[src/rtl/div_sign_ctrl_pkg.sv]
`default_nettype none
// ============================================================================
// Module   : div_sign_ctrl_pkg
// Purpose  : Shared types, constants and helpers for the divider sign front end
// Revision : 1.0 - initial release
// ============================================================================
package div_sign_ctrl_pkg;

    // Widest operand the helpers support; callers zero-extend into it and slice back.
    localparam int DIV_MAX_W = 64;

    localparam logic [DIV_MAX_W-1:0] DIV_DBZ_Q = {DIV_MAX_W{1'b1}};

    typedef enum logic [2:0] {
        ST_IDLE = 3'd0,
        ST_LOAD = 3'd1,
        ST_WAIT = 3'd2,
        ST_FIX  = 3'd3,
        ST_RESP = 3'd4
    } div_state_t;

    // Modulo-2^N negate; the low bits of a wide negate equal the narrow negate.
    function automatic logic [DIV_MAX_W-1:0] cond_neg(input logic [DIV_MAX_W-1:0] v,
                                                      input logic en);
        return en ? (~v + 1'b1) : v;
    endfunction

endpackage
`default_nettype wire

[src/rtl/div_sign_ctrl.sv]
`default_nettype none
// ============================================================================
// Module   : div_sign_ctrl
// Purpose  : Signed/unsigned request front end for the unsigned iterative divider
// Revision : 1.0 - initial release
// ============================================================================
module div_sign_ctrl
    import div_sign_ctrl_pkg::*;
#(
    parameter int WIDTH = 32
) (
    input  logic             clk,
    input  logic             rst,
    input  logic             req_valid,
    output logic             req_ready,
    input  logic [WIDTH-1:0] req_a,
    input  logic [WIDTH-1:0] req_b,
    input  logic             req_signed,
    output logic             rsp_valid,
    input  logic             rsp_ready,
    output logic [WIDTH-1:0] rsp_q,
    output logic [WIDTH-1:0] rsp_r,
    output logic             rsp_dbz,
    output logic [WIDTH-1:0] core_a,
    output logic [WIDTH-1:0] core_b,
    output logic             core_rst,
    output logic             core_ena,
    input  logic [WIDTH-1:0] core_q,
    input  logic [WIDTH-1:0] core_r,
    input  logic             core_dne
);

    localparam logic [WIDTH-1:0] c_min   = {1'b1, {(WIDTH-1){1'b0}}};
    localparam logic [WIDTH-1:0] c_dbz_q = DIV_DBZ_Q[WIDTH-1:0];

    div_state_t r_state;
    div_state_t w_state_nxt;

    logic r_sign_a;
    logic r_sign_b;
    logic w_accept;
    logic w_retire;
    logic w_sign_a;
    logic w_sign_b;
    logic w_dbz;
    logic w_ovf;

    function automatic logic [WIDTH-1:0] neg_w(input logic [WIDTH-1:0] v, input logic en);
        return WIDTH'(cond_neg(DIV_MAX_W'(v), en));
    endfunction

    assign req_ready = (r_state == ST_IDLE) && !rst;
    assign rsp_valid = (r_state == ST_RESP) && !rst;
    assign w_accept  = req_valid && req_ready;
    assign w_retire  = rsp_valid && rsp_ready;

    assign w_sign_a  = req_signed & req_a[WIDTH-1];
    assign w_sign_b  = req_signed & req_b[WIDTH-1];
    assign w_dbz     = (req_b == '0);
    assign w_ovf     = req_signed && (req_a == c_min) && (req_b == '1);

    always_ff @(posedge clk) begin
        if (rst) begin
            r_state <= ST_IDLE;
        end else begin
            r_state <= w_state_nxt;
        end
    end

    always_comb begin
        w_state_nxt = r_state;
        core_rst    = 1'b0;
        core_ena    = 1'b0;
        case (r_state)
            ST_IDLE: begin
                if (w_accept) begin
                    w_state_nxt = (w_dbz || w_ovf) ? ST_RESP : ST_LOAD;
                end
            end
            ST_LOAD: begin
                core_rst    = 1'b1;
                core_ena    = 1'b1;
                w_state_nxt = ST_WAIT;
            end
            ST_WAIT: begin
                core_ena = 1'b1;
                if (core_dne) begin
                    w_state_nxt = ST_FIX;
                end
            end
            ST_FIX: begin
                w_state_nxt = ST_RESP;
            end
            ST_RESP: begin
                if (w_retire) begin
                    w_state_nxt = ST_IDLE;
                end
            end
            default: begin
                w_state_nxt = ST_IDLE;
            end
        endcase
        // The core is frozen as soon as reset is seen, not one edge later.
        if (rst) begin
            core_rst = 1'b0;
            core_ena = 1'b0;
        end
    end

    // Raw core results park in the response registers and are sign-fixed in place.
    always_ff @(posedge clk) begin
        if (rst) begin
            rsp_q    <= '0;
            rsp_r    <= '0;
            rsp_dbz  <= 1'b0;
            core_a   <= '0;
            core_b   <= '0;
            r_sign_a <= 1'b0;
            r_sign_b <= 1'b0;
        end else begin
            case (r_state)
                ST_IDLE: begin
                    if (w_accept) begin
                        r_sign_a <= w_sign_a;
                        r_sign_b <= w_sign_b;
                        if (w_dbz) begin
                            rsp_q   <= c_dbz_q;
                            rsp_r   <= req_a;
                            rsp_dbz <= 1'b1;
                        end else if (w_ovf) begin
                            rsp_q   <= c_min;
                            rsp_r   <= '0;
                            rsp_dbz <= 1'b0;
                        end else begin
                            core_a  <= neg_w(req_a, w_sign_a);
                            core_b  <= neg_w(req_b, w_sign_b);
                            rsp_dbz <= 1'b0;
                        end
                    end
                end
                ST_WAIT: begin
                    if (core_dne) begin
                        rsp_q <= core_q;
                        rsp_r <= core_r;
                    end
                end
                ST_FIX: begin
                    rsp_q   <= neg_w(rsp_q, r_sign_a ^ r_sign_b);
                    rsp_r   <= neg_w(rsp_r, r_sign_a);
                    rsp_dbz <= 1'b0;
                end
                default: begin
                end
            endcase
        end
    end

endmodule
`default_nettype wire

[config.mk]
export PLATFORM = sky130hd
export DESIGN_NAME = div_sign_ctrl
export DESIGN_NICKNAME = d
export VERILOG_FILES = /design/src/rtl/div_sign_ctrl_pkg.sv /design/src/rtl/div_sign_ctrl.sv
export SDC_FILE = /design/constraint.sdc
export NUM_CORES = 1
export LEC_CHECK = 0
export CAP_MARGIN = 20
export CORE_AREA = 5 5 140 142
export DETAILED_ROUTE_END_ITERATION = 7
export DIE_AREA = 0 0 145 147
export PLACE_DENSITY_LB_ADDON = 0.1
export SLEW_MARGIN = 30
export SYNTH_ARGS = -nofsm -noshare
export SYNTH_HDL_FRONTEND = slang
export SYNTH_SLANG_ARGS = --single-unit
[constraint.sdc]
create_clock -name clk -period 3.6 [get_ports clk]
set_input_delay 0.72 -clock clk [delete_from_list [all_inputs] [get_ports clk]]
set_output_delay 0.72 -clock clk [all_outputs]
set_load 0.1 [all_outputs]
Word-level counts from Yosys, hierarchy flattened
Cells that the tools add are included.
- flip-flop bits (word level): 134
- output and inout bits: 133
- input bits: 134
- logic and storage cells: 78
- reduce and logical (&&, ||, !) cells: 19
- $add $sub $neg: 4
- equality and inequality tests: 12
- bitwise gates (word level): 9
- mux-type cells: 26
- operators with widths (cell ; number):
    two-way mux 32 bit ; 12
    one-hot mux 32 bit (3 select lines) ; 2
    adder 32 x 1 -> 32 bit, second input constant ; 4
    NOT 32 bit ; 4
    equality test 32 bit, second input constant ; 2
    logical NOT 32 bit ; 1
    one-hot mux 3 bit (5 select lines) ; 1
    two-way mux 3 bit ; 4
    inequality test 2 bit, second input constant ; 5
    AND reduction 5 bit ; 2
    equality test 3 x 2 -> 1 bit, second input constant ; 2
    logical AND 1 bit ; 6
    two-way mux 1 bit ; 6
    AND reduction 2 bit ; 2
    AND reduction 4 bit ; 1
    equality test 3 x 1 -> 1 bit, second input constant ; 1
    equality test 3 bit, second input constant ; 1
    logical NOT 3 bit ; 1
    inequality test 3 bit, second input constant ; 1
    AND reduction 3 bit ; 1
    nonzero test 3 bit ; 1
    AND 1 bit ; 2
    NOT 1 bit ; 2
    one-hot mux 1 bit (2 select lines) ; 1
    5 further kinds ; 5

Depth between registers and ports, before layout
Gate-level depths: netlist of run 1.
- depth after elaboration: 7
- mapped depth: 11
- gate-level depth less buffers: 9

Worst setup path before layout of run 1
OpenSTA, ideal clock, no wires.
- path type: register to output
- from: reg r_state[0]
- to: out core_ena
- arrival: 4.685 ns
- path slack: -1.805 ns
- cell stages (with the launch flop): 6
- required time: 2.880 ns
- buffers on the path: 2
- cell sequence: dfxtp_1 -> clkbuf_1 -> inv_1 -> clkbuf_1 -> nor4_1 -> a21o_1
- longest elaborated chain between the ends: 4
- ends and longest elaborated chain (item ; line ; text):
    start, declared ; div_sign_ctrl.sv:36 ; div_state_t r_state;
    start signal, assigned ; div_sign_ctrl.sv:66 ; r_state <= w_state_nxt;
    equality test 3 x 2 -> 1 bit / equality test 3 x 1 -> 1 bit (equally long branches) ; div_sign_ctrl.sv:74 ; case (r_state)
    OR reduction 2 bit (no source line) * ; - ;
    two-way mux 1 bit * ; div_sign_ctrl.sv:74 ;
    two-way mux 1 bit * ; div_sign_ctrl.sv:104 ; if (rst) begin
    end, declared ; div_sign_ctrl.sv:27 ; output logic core_ena,
Mark *: on every way between the ends. The rest lies on a longest branch, timed or not.

Worst setup path after layout of run 1
- from: in req_a[0]
- to: reg rsp_q[28]
- longest elaborated chain between the ends: 5
- ends and longest elaborated chain (item ; line ; text):
    start, declared ; div_sign_ctrl.sv:16 ; input logic [WIDTH-1:0] req_a,
    equality test 32 bit ; div_sign_ctrl.sv:60 ; assign w_ovf = req_signed && (req_a == c_min) && (req_b == '1);
    logical AND 1 bit (2 in series) ; div_sign_ctrl.sv:60 ;
    inequality test 3 bit (no source line) ; - ;
    AND reduction 5 bit (no source line) ; - ;
    end signal, assigned ; div_sign_ctrl.sv:127 ; rsp_q <= c_dbz_q;
    end signal, assigned ; div_sign_ctrl.sv:131 ; rsp_q <= c_min;
    end signal, assigned ; div_sign_ctrl.sv:143 ; rsp_q <= core_q;
    end, declared ; div_sign_ctrl.sv:21 ; output logic [WIDTH-1:0] rsp_q,
Every way passes these cells.
A chain may end at the register's enable or synchronous reset.

==> results of run 1 <==
-- stage by stage --
stage	worst slack (ps)	hold WS, ps	util [%]
finish	304	458	67.0
global route	152	464	67.0
CTS	304	455	67.0
detailed placement	-121	447	63.7
global placement	-111	441	63.7
floorplan	58.7	475	-
-- sequential cells by signal, indices dropped and copies added, names as in the netlist --
name	flops
r_sign_a	1
rsp_r	32
rsp_q	32
r_sign_b	1
core_b	32
r_state	3
core_a	32
rsp_dbz	1
-- worst paths after layout --
path,start,to,slack (ps),depth (start not counted)
setup / recovery,req_a[0],rsp_q[28],300,10
hold reg to reg,core_a[0],core_a[0],460,2
hold / removal,core_a[0],core_a[0],460,2
setup reg to reg,rsp_r[0],rsp_r[30],530,9
-- cell usage in the layout (no fill, tap or decap), types with 4 or more instances in the layout --
cell and count:
a211o_1 8, a211oi_1 62, a21o_1 6, a21oi_1 120
a22o_1 4, a22oi_1 5, a311oi_1 4, a31oi_1 11
a32o_1 11, and2_1 6, and3_1 5, buf_12 10
buf_4 97, clkbuf_16 17, clkdlybuf4s50_1 238, dfxtp_1 133
ha_1 5, inv_1 19, mux2_2 5, mux2i_1 15
nand2_1 76, nand2b_1 7, nand3_1 16, nand4_1 9
nor2_1 148, nor2b_1 5, nor3_1 41, nor4_1 20
o211ai_1 6, o21ai_0 72, o31ai_1 22, o32ai_1 6
o41ai_1 4, or3_1 15, or4_1 13, xnor2_1 56
xor2_1 32
-- final cells by class --
type,count,share of cell area [%]
Tap cell,234,2.38
Inverter,20,0.611
Sequential cell,134,21.9
Multi-Input combinational cell,865,43.2
Clock inverter,14,1.43
Clock buffer,18,3.49
Timing Repair Buffer,346,27.0
-- power by group --
part,internal (mW),total [mW],switching [mW]
Clock,1.10,1.83,0.733
Combinational,0.764,2.27,1.51
Sequential,1.58,1.67,0.0892
-- layer usage --
metal / vias up / GRT usage (%)
met5: - / 0
met4: 0 / 7.72
met3: 58 / 6.54
met2: 409 / 45.1
met1: 4331 / 36.0
li1: 4635 / -
-- critical path, cell delays in order --
cell             delay [ps]
clkdlybuf4s50_1         430
inv_1                    70
ha_1                    150
or4b_4                  510
nor4_4                  390
nand4_2                 150
or3_4                   400
a31o_2                  270
a311o_1                 280
a32o_1                  250
-- cells by family after synthesis --
group | Yosys count | synth area share, %
DFF | 134 | 32.2
muxes | 20 | 2.47
and+or+nand+nor | 391 | 23.0
xor gates and xnor gates | 88 | 9.24
buffers and inverters | 98 | 4.68
AOI/OAI and AO/OA | 361 | 27.7
adders and majority gates | 5 | 0.750
-- synthesized netlist by cell type (7+ instances only) --
master,n
inv_1,19
nand4_1,9
nor3_1,42
mux2i_1,15
nand2b_1,7
nand2_1,76
a31oi_1,11
buf_1,8
o21ai_0,72
a32o_1,11
clkbuf_1,62
nor2_1,149
nand3_1,16
a211o_1,8
o31ai_1,22
xnor2_1,56
nor4_1,22
xor2_1,32
a211oi_1,62
a21oi_1,120
or3_1,15
dfxtp_1,134
or4_1,13
==> impl_metrics.toml, run 1 <==
[status]
status = "finished clean"

[cts]
post_cts_resized = 0
cts_tree = "done"
cts_hold_buf = 0
post_cts_buffers = 0
htreeDepth = 4
cts.sinks = 134
clkTransAtPathRegs_ps = 60
root_buffer = "clkbuf_16"
clockBufferDepth = 2
cts-buffers-inserted = 17
clkLatencyLatePin_ps = 430

[timing]
post-route-period-util_pct = 91.6
rsz0062_at_grt = "false"
worst_pin_slew_ps = 1040
finalCriticalPeriod_ps = 3300
fin_tns_setup_ps = 0
relSlewSlack_pct = 30.8
max_freq_mhz = 303
skew_ps = 9.39
finalHoldViolations = 0
setup_viol = 0
finalMaxSlewViolations = 0

[place]
place_area_sq_um = 11700
hpwl_um = 23200
dp_cells = 1599
port_buffers = 266
place_congestion = 0.939

[floorplan]
row_count = 50
initial_core_util_pct = 45.5
io_pins = 267
die-area_sq_um = 21300
dieHeight_um = 147
core_sq_um = 18300
die_x_um = 145

[route]
routed_wl_um = 31100
wl_met2_um = 14500
drt-initial-drc-count = 728
met3_length_um = 2540
met1Wirelength_um = 13300
final_antenna_net_count = 0
topRoutingLayerUsed = "met4"
via_per_inst = 5.78
vias = 9433
firstDrtPassIters = 8
drc = 0
wl_per_cell_um = 19.1

[finish]
nets = 1523
stdcell_area_sq_um = 12300
register_area_sq_um = 2680
diodes = 0
final_cells = 1631
multi_input_area_sq_um = 5310
fill_cells = 1633
area_growth_pct = 47.2
drive_above_1_share_pct = 12.2

[synth]
ys_seq_area_share_pct = 32.2
synth_async_sr_flop_share_pct = 0
synth_edf_count = 0
synthCells = 1097
syn_avg_cell_area_sq_um = 7.60
netlist_area_sq_um = 8340
syn_nets = 1236
synth_top_cell_by_area = "dfxtp_1"
synthDistinctLibCells = 69
yosys.area.top_type_share_pct = 32.2
ys_ff_latch = 134
synth_ff_type = "dfxtp_1"
synthTopCellsByArea = "dfxtp_1 32%, a21oi_1 7.2%, nor2_1 6.7%"
yosysWarnings = 0

[global_route]
grt_pass1_vias = 8860
overflow = 0
grt_util_all_layers_pct = 27.4
grt_start_max_net_pins = 100
grt_pass1_wl_um = 48000
antenna_found_initial = 0

[power]
powerDensity_nw_per_um2 = 470
power_mw = 5.77
leakage_nw = 4.53
peakVddDrop_mv = 0.407

[critical_path]
crit_fanout = 6
path_class = "input pin to register"
crit_arrival_ps = 3620
required_ps = 3920
worstSetupEndpointType = "register"
startpoint_type = "input pin"

[run]
drv_cap = 0

[worst_hold_path]
hp-class = "register to register"
No activity file was read; power rests on OpenSTA's default activity.
==> run 2: changes to the inputs <==
--- a/config.mk
+++ b/config.mk
@@ -9,7 +9,9 @@
 export CORE_AREA = 5 5 140 142
 export DETAILED_ROUTE_END_ITERATION = 7
 export DIE_AREA = 0 0 145 147
+export GPL_TIMING_DRIVEN = 0
 export PLACE_DENSITY_LB_ADDON = 0.1
+export SKIP_LAST_GASP = 1
 export SLEW_MARGIN = 30
 export SYNTH_ARGS = -nofsm -noshare
 export SYNTH_HDL_FRONTEND = slang
==> impl_metrics.toml, run 2 (same netlist as run 1, synthesis figures left out) <==
[timing]
finalHoldViolations = 0
skew_ps = 8.30
setup_viol = 0
post-route-period-util_pct = 97.3
relSlewSlack_pct = 28.7
rsz0062_at_grt = "false"
worst_pin_slew_ps = 1070
fin_tns_setup_ps = 0
finalMaxSlewViolations = 0
finalCriticalPeriod_ps = 3500
max_freq_mhz = 286

[critical_path]
crit_path_end = "rsp_r[23]"
path_class = "input pin to register"
crit_arrival_ps = 3840
worstReg2RegStart = "rsp_r[0]"
r2r-end = "rsp_r[30]"
crit_fanout = 10
crit_start = "req_a[14]"
required_ps = 3940
worstSetupEndpointType = "register"
startpoint_type = "input pin"
rr_worst_depth = 10
reg2reg_slack_ps = 420

[power]
peakVddDrop_mv = 0.374
powerDensity_nw_per_um2 = 475
leakage_nw = 4.24

[floorplan]
initial_core_util_pct = 45.5
dieHeight_um = 147
row_count = 50
core_sq_um = 18300
die_x_um = 145
io_pins = 267
die-area_sq_um = 21300

[route]
drc = 0
final_antenna_net_count = 0
firstDrtPassIters = 6
via_per_inst = 6.07
drt-initial-drc-count = 924
wl_per_cell_um = 21.7
routed_wl_um = 35400
vias = 9894

[status]
status = "finished clean"

[finish]
final_common_cell = "clkdlybuf4s50_1"
fill_cells = 1614
area_growth_pct = 43.5
most-common-layout-cells = "256 x clkdlybuf4s50_1, 146 x nor2_1, 134 x dfxtp_1, 120 x a21oi_1, 76 x nand2_1"
nets = 1523
diodes = 0
drive_above_1_share_pct = 6.73
fin_util_pct = 65.3
stdcell_area_sq_um = 12000

[place]
hpwl_um = 26800
place_area_sq_um = 11300
port_buffers = 265
place_congestion = 0.978

[cts]
cts.sinks = 134
clkTransAtPathRegs_ps = 60
cts_tree = "done"
cts_hold_buf = 0
cts-buffers-inserted = 17
root_buffer = "clkbuf_16"
clockBufferDepth = 2
clkLatencyLatePin_ps = 430
htreeDepth = 4

[global_route]
grt_start_max_net_pins = 17
grt_pass1_vias = 9595
grt_pass1_wl_um = 54000
overflow = 0
grt_util_all_layers_pct = 31.6
antenna_found_initial = 1

[worst_hold_path]
hp-class = "register to register"

[run]
drv_cap = 0
-- run 2: critical path: stages --
cell and delay [ps]:
clkdlybuf4s50_1 560, or4_4 640, nor4_2 390, nand4_2 200, or3_4 420, a21oi_4 250
buf_4 230, nand2_1 190, o21ai_0 240
-- run 2: power breakdown --
group	internal, mW	total [mW]	leakage, nW	switching [mW]
logic	0.721	2.31	2.88	1.59
clock network	1.00	1.71	0.270	0.710
registers	1.58	1.67	1.09	0.0846
total	3.30	5.68	4.24	2.38
-- run 2: final cells by class --
class	instances	area, sq um	area share (%)
buffer	77	329	2.75
clock buffer	20	467	3.90
clock inverter	11	101	0.846
inverter	20	75.1	0.627
multi-input combinational	865	5360	44.8
sequential	134	2680	22.4
tap	234	293	2.45
timing repair buffer	269	2670	22.3
-- run 2: metrics by stage --
stage | std cells | setup slack (ps) | hold slack [ps] | power [mW]
6_report | 1630 | 98.1 | 458 | 5.68
5_1_grt | 1630 | 13.2 | 491 | 5.88
4_1_cts | 1631 | -79.8 | 452 | 5.64
3_5_place_dp | 1596 | -703 | 444 | 3.96
3_3_place_gp | 1596 | -708 | 438 | 3.94
2_1_floorplan | 1097 | 58.7 | 475 | 3.27
-- run 2: repair_timing --
action / CTS / global route
gates resized for setup: 9 / 28
endpoints found under the hold margin: 0 / 0
endpoints found under the setup margin: 109 / 125
buffers inserted: 4 / 0
cloned: 0 / 0
pin swaps: 3 / 0
-- run 2: how the worst min path moves through the flow --
stage | startpoint | endpoint | slack (ps) | cells after the start
finish | core_a[31] | core_a[31] | 460 | 2
global route | core_a[0] | core_a[0] | 490 | 2
CTS | core_a[31] | core_a[31] | 450 | 2
detailed placement | core_a[31] | core_a[31] | 440 | 2
global placement | core_a[31] | core_a[31] | 440 | 2
floorplan | r_sign_b | r_sign_b | 470 | 2
-- run 2: routing by layer --
layer / share of wire (%) / GRT usage (%) / vias to the layer above
li1: - / - / 4601
met1: 39 / 39.1 / 4592
met2: 46 / 51.7 / 573
met3: 9.8 / 7.59 / 126
met4: 5.1 / 15.2 / 2
met5: 0.037 / 0 / -
